### src/rtl/fmul_pkg.sv
// Shared types and constants for the FPU multiplier pipeline stages.
package fmul_pkg;

  localparam int BIAS   = 127;
  localparam int EXP_W  = 10;
  localparam int FRAC_W = 26;

  localparam logic [7:0] EXP_INF = 8'hFF;

  typedef struct packed {
    logic              sign;
    logic [EXP_W-1:0]  exp_sum;
    logic [FRAC_W-1:0] frac;
    logic              zero;
  } fmul_prod_t;

  typedef struct packed {
    logic        sign;
    logic [7:0]  exp;
    logic [22:0] mant;
  } fp32_t;

  typedef enum logic [1:0] {
    BUF_EMPTY,
    BUF_ONE,
    BUF_FULL
  } skid_state_t;

endpackage

### src/rtl/fmul_skid_buf.sv
// Two-entry valid/ready skid buffer; in_ready depends only on registered state,
// so upstream never sees a combinational path from out_ready.
module fmul_skid_buf
  import fmul_pkg::*;
#(
  parameter int W = 32
) (
  input  logic         clk,
  input  logic         rstn,
  input  logic         in_valid,
  output logic         in_ready,
  input  logic [W-1:0] in_data,
  output logic         out_valid,
  input  logic         out_ready,
  output logic [W-1:0] out_data
);

  skid_state_t  state;
  logic [W-1:0] skid_data;
  logic         accept;
  logic         drain;

  assign accept = in_valid && in_ready;
  assign drain  = out_valid && out_ready;

  // The skid entry is only ever filled from ONE, and drained into main from FULL.
  always_ff @(posedge clk or negedge rstn) begin
    if (!rstn) begin
      state     <= BUF_EMPTY;
      out_data  <= '0;
      skid_data <= '0;
      out_valid <= 1'b0;
      in_ready  <= 1'b1;
    end else begin
      case (state)
        BUF_EMPTY: begin
          if (accept) begin
            out_data  <= in_data;
            out_valid <= 1'b1;
            state     <= BUF_ONE;
          end
        end
        BUF_ONE: begin
          if (accept && drain) begin
            out_data <= in_data;
          end else if (accept) begin
            skid_data <= in_data;
            in_ready  <= 1'b0;
            state     <= BUF_FULL;
          end else if (drain) begin
            out_valid <= 1'b0;
            state     <= BUF_EMPTY;
          end
        end
        BUF_FULL: begin
          if (drain) begin
            out_data <= skid_data;
            in_ready <= 1'b1;
            state    <= BUF_ONE;
          end
        end
        default: begin
          out_valid <= 1'b0;
          in_ready  <= 1'b1;
          state     <= BUF_EMPTY;
        end
      endcase
    end
  end

endmodule

### src/rtl/fmul_norm_stage.sv
// Multiplier final stage: normalise, re-bias, saturate and pack to binary32.
// Define FMUL_EXC_FLAG_EN to add registered ovf/udf exception outputs.
module fmul_norm_stage #(
  parameter int BIAS   = fmul_pkg::BIAS,
  parameter int EXP_W  = fmul_pkg::EXP_W,
  parameter int FRAC_W = fmul_pkg::FRAC_W
) (
  input  logic              clk,
  input  logic              rstn,
  input  logic              in_valid,
  output logic              in_ready,
  input  logic              in_sign,
  input  logic [EXP_W-1:0]  in_exp_sum,
  input  logic [FRAC_W-1:0] in_frac,
  input  logic              in_zero,
  output logic              out_valid,
  input  logic              out_ready,
  output logic [31:0]       y
`ifdef FMUL_EXC_FLAG_EN
  ,
  output logic              ovf,
  output logic              udf
`endif
);

  import fmul_pkg::*;

`ifdef FMUL_EXC_FLAG_EN
  localparam int PW = 34;
`else
  localparam int PW = 32;
`endif

  localparam logic signed [EXP_W:0] BIAS_E   = (EXP_W+1)'(BIAS);
  localparam logic signed [EXP_W:0] EXP_TOP  = (EXP_W+1)'(255);
  localparam logic signed [EXP_W:0] EXP_ZERO = '0;

  logic signed [EXP_W:0] exp_adj;
  logic [22:0]           mant;
  fp32_t                 packed_y;
  logic                  is_ovf;
  logic                  is_udf;
  logic [PW-1:0]         pay_in;
  logic [PW-1:0]         pay_out;
  logic                  unused_frac_lsb;

  assign unused_frac_lsb = in_frac[0];

  // Exponent is widened by one signed bit so underflow and overflow never wrap.
  always_comb begin
    exp_adj  = $signed({1'b0, in_exp_sum}) - BIAS_E
             + $signed({{EXP_W{1'b0}}, in_frac[FRAC_W-1]});
    mant     = in_frac[FRAC_W-1] ? in_frac[FRAC_W-2 -: 23] : in_frac[FRAC_W-3 -: 23];
    is_ovf   = 1'b0;
    is_udf   = 1'b0;
    packed_y = '{sign: in_sign, exp: 8'h00, mant: 23'h0};
    if (!in_zero) begin
      if (exp_adj <= EXP_ZERO) begin
        is_udf = 1'b1;
      end else if (exp_adj >= EXP_TOP) begin
        is_ovf       = 1'b1;
        packed_y.exp = EXP_INF;
      end else begin
        packed_y.exp  = exp_adj[7:0];
        packed_y.mant = mant;
      end
    end
  end

`ifdef FMUL_EXC_FLAG_EN
  assign pay_in = {is_ovf, is_udf, packed_y};
  assign ovf    = pay_out[33];
  assign udf    = pay_out[32];
`else
  assign pay_in = packed_y;
  logic unused_flags;
  assign unused_flags = is_ovf | is_udf;
`endif

  assign y = pay_out[31:0];

  fmul_skid_buf #(
    .W (PW)
  ) u_skid (
    .clk       (clk),
    .rstn      (rstn),
    .in_valid  (in_valid),
    .in_ready  (in_ready),
    .in_data   (pay_in),
    .out_valid (out_valid),
    .out_ready (out_ready),
    .out_data  (pay_out)
  );

endmodule
### config.mk
export PLATFORM = sky130hd
export DESIGN_NAME = fmul_norm_stage
export DESIGN_NICKNAME = d
export VERILOG_FILES = /design/src/rtl/fmul_pkg.sv /design/src/rtl/fmul_skid_buf.sv /design/src/rtl/fmul_norm_stage.sv
export SDC_FILE = /design/constraint.sdc
export NUM_CORES = 1
export LEC_CHECK = 0
export ABC_AREA = 0
export CAP_MARGIN = 20
export CELL_PAD_IN_SITES_DETAIL_PLACEMENT = 0
export CELL_PAD_IN_SITES_GLOBAL_PLACEMENT = 1
export CORE_ASPECT_RATIO = 0.5
export CORE_MARGIN = 4
export CORE_UTILIZATION = 43
export CTS_BUF_LIST = sky130_fd_sc_hd__clkbuf_16
export DETAILED_ROUTE_END_ITERATION = 8
export PLACE_DENSITY_LB_ADDON = 0.15
export SYNTH_ARGS = -nofsm -noshare
export SYNTH_HDL_FRONTEND = slang
export SYNTH_SLANG_ARGS = --single-unit
### constraint.sdc
create_clock -name clk -period 3 [get_ports clk]
set_input_delay 0.6 -clock clk [delete_from_list [all_inputs] [get_ports clk]]
set_output_delay 0.6 -clock clk [all_outputs]
set_load 0.005 [all_outputs]
==> impl_metrics.env <==
export IMPL_status="complete, no violations"
export IMPL_synth_most_common_cell="dfrtp_1"
export IMPL_hold_viol_final=0
export IMPL_wl_per_cell_um=17.6
export IMPL_async_flop_share_pct=100
export IMPL_cts_path_max_buffers=2
export IMPL_worstMarginPinSlew_ns=0.689
export IMPL_wl_um=10200
export IMPL_dr_pass1_iters=4
export IMPL_dpl_hpwl_um=6910
export IMPL_skew_ns=0.00475
export IMPL_worst_setup_path_start_kind="input port"
export IMPL_grt_remaining_overflow=0
export IMPL_ctsRootBufferMaster="clkbuf_16"
export IMPL_synth_nets=416
export IMPL_vias=3311
export IMPL_period_needed_ns=2.94
export IMPL_synthesis_area_um2=3760
export IMPL_dr_first_iter_drc_count=134
export IMPL_drive_above_1_share_pct=20.5
export IMPL_die_area_um2=10400
export IMPL_synth_warning_count=0
export IMPL_h_tree_depth=3
export IMPL_clkTransAtPathRegs_ns=0.05
export IMPL_yosys_top_cells_area="dfrtp_1, mux2i_1, o31ai_1"
export IMPL_initial_utilization_pct=45.6
export IMPL_ant_nets=0
export IMPL_gp_congestion=0.886
export IMPL_area_growth_pct=38.2
export IMPL_coreArea_um2=8260
export IMPL_io_pins=76
export IMPL_required_ns=3.23
export IMPL_yosysTopAreaCellShare_pct=44.5
export IMPL_cts_sink_count=68
export IMPL_ys_ff_latch=68
export IMPL_finalHoldWorstSlack_ns=0.311
export IMPL_setup_viol=0
export IMPL_ctsHoldBuffers=0
export IMPL_ir_drop_mv=0.307
export IMPL_yosysTopAreaCell="dfrtp_1"
export IMPL_placed_area_um2=4770
export IMPL_max_freq_mhz=340
export IMPL_cts_tree="done"
export IMPL_synth_ff_type="dfrtp_1"
export IMPL_drv_slew=0
export IMPL_antenna_cells=0
export IMPL_leakage_nw=2.28
export IMPL_core_rowCount=23
export IMPL_hp_class="in2async"
export IMPL_insertion_delay_ns=0.33
export IMPL_crit_type="in2reg"
export IMPL_io_buffers=74
export IMPL_slew_headroom_pct=54.1
export IMPL_grt_max_degree=41
export IMPL_path_max_fanout=18
export IMPL_grt_pass1_vias=3390
export IMPL_synth_cell_types=53
export IMPL_postSynthAreaPerCell_um2=10.1
export IMPL_vias_per_cell=5.70
export IMPL_syn_inst=372
export IMPL_drcViolationCount=0
export IMPL_maxCapViolCount=0
export IMPL_nNetsFinal=508
export IMPL_ys_seq_area_share_pct=45.2
export IMPL_final_area_um2=5200
export IMPL_antenna_found_initial=0
export IMPL_die_y_um=74.2
export IMPL_arrival_ns=3.17
export IMPL_min_period_over_period_pct=98.0
export IMPL_grt_pass1_wl_um=16500
export IMPL_die_w_um=140
export IMPL_p_per_area_nw_per_um2=418
export IMPL_synth_commonest_cells="dfrtp_1, nand2_1, o31ai_1"
export IMPL_endpoint_kind="flop"
export IMPL_synth_edff_count=0
export IMPL_numCtsBuffers=9
export IMPL_globalRouteTotalUtil_pct=20.1
[where the power goes]
| part | internal [W] | switching [W] |
|---|---|---|
| registers | 0.000918 | 0 |
| logic | 0.000119 | 0.000129 |
| clock network | 0.000631 | 0.000377 |
[final timing paths]
kind                                                     to  slack [ns]  cells past startpoint                             start
min reg2reg                u_skid.skid_data[16]$_DFFE_PN0P_        0.48                      2  u_skid.skid_data[16]$_DFFE_PN0P_
max reg2reg                 u_skid.out_data[29]$_DFFE_PN0P_        0.84                      6       u_skid.state[1]$_DFFE_PN0P_
max                         u_skid.out_data[19]$_DFFE_PN0P_        0.06                     12                     in_exp_sum[0]
min                        u_skid.skid_data[28]$_DFFE_PN0P_        0.31                      1                              rstn
max in group asynchronous       u_skid.in_ready$_DFFE_PN1P_        1.97                      2                              rstn
min in group clk           u_skid.skid_data[16]$_DFFE_PN0P_        0.48                      2  u_skid.skid_data[16]$_DFFE_PN0P_
[registers in the layout, summed over array words and instances, names as in the netlist]
name	count
u_skid.in_ready	1
u_skid.out_data	32
u_skid.out_valid	1
u_skid.skid_data	32
u_skid.state	2
[metal layers]
layer	global-route usage [%]	routed length, um	up-vias
met2	35.4	5120	69
met1	25.2	4490	1646
li1	-	-	1580
met3	4.82	443	16
met5	0	0	-
met4	6.12	155	0
[critical path, cell delays in order]
cell and delay (ns):
clkdlybuf4s50_1 0.46, inv_1 0.06, ha_2 0.20, inv_1 0.06, ha_2 0.18, nand4_1 0.16
or4_4 0.58, nand4_4 0.15, o221ai_4 0.12, buf_12 0.16, buf_12 0.15, o311ai_2 0.28
[cell usage in the layout (no fill, tap or decap), drive strengths merged, types with 6 or more instances in the layout]
master,Yosys,routed
clkinv,0,6
clkbuf,16,9
nor2,11,11
a21oi,20,20
nand3,23,23
mux2i,25,25
o21ai,8,8
clkdlybuf4s50,0,72
o311ai,15,15
buf,18,41
and4b,9,9
o31ai,31,31
dfrtp,67,67
nand2,54,54
[cell families (layout without fill, tap and decap cells)]
kind of cell / after synthesis / in the layout / synth area share, %
AO/OA/AOI/OAI: 98 / 99 / 21.2
XOR/XNOR: 5 / 5 / 1.16
adder cells (fa/ha/maj): 2 / 2 / 0.665
buffers and inverters: 39 / 135 / 6.21
flip-flops: 68 / 68 / 45.2
multiplexers: 26 / 26 / 6.95
AND/OR/NAND/NOR: 134 / 134 / 18.6
[final cells by class]
class | count | area [um2]
flip-flops and latches | 68 | 1700
well taps | 112 | 140
clock buffers | 9 | 225
fillers | 680 | 3060
multi-input cells | 266 | 1960
repair buffers | 114 | 1100
clock inverters | 7 | 57.6
inverters | 5 | 18.8
[per-stage QoR]
stage          instances  setup TNS, ns  utilization, %  worst slack (ns)  total power, W
5_1_grt              581         -0.125            63.0           -0.0189         0.00226
2_1_floorplan        372              0               -           0.00460         0.00104
3_3_place_gp         561         -16.30            57.7            -0.321         0.00116
4_1_cts              579              0            61.8            0.0835         0.00218
6_report             581              0            63.0            0.0587         0.00217
3_5_place_dp         561         -21.10            57.7            -0.417         0.00116
[repair_timing]
item,CTS,global route
endpoints found under the setup margin,47,39
gates resized for setup,8,16
buffers inserted,1,2
pin swaps,2,2
cloned,1,0
No activity file was read; power rests on OpenSTA's default activity.
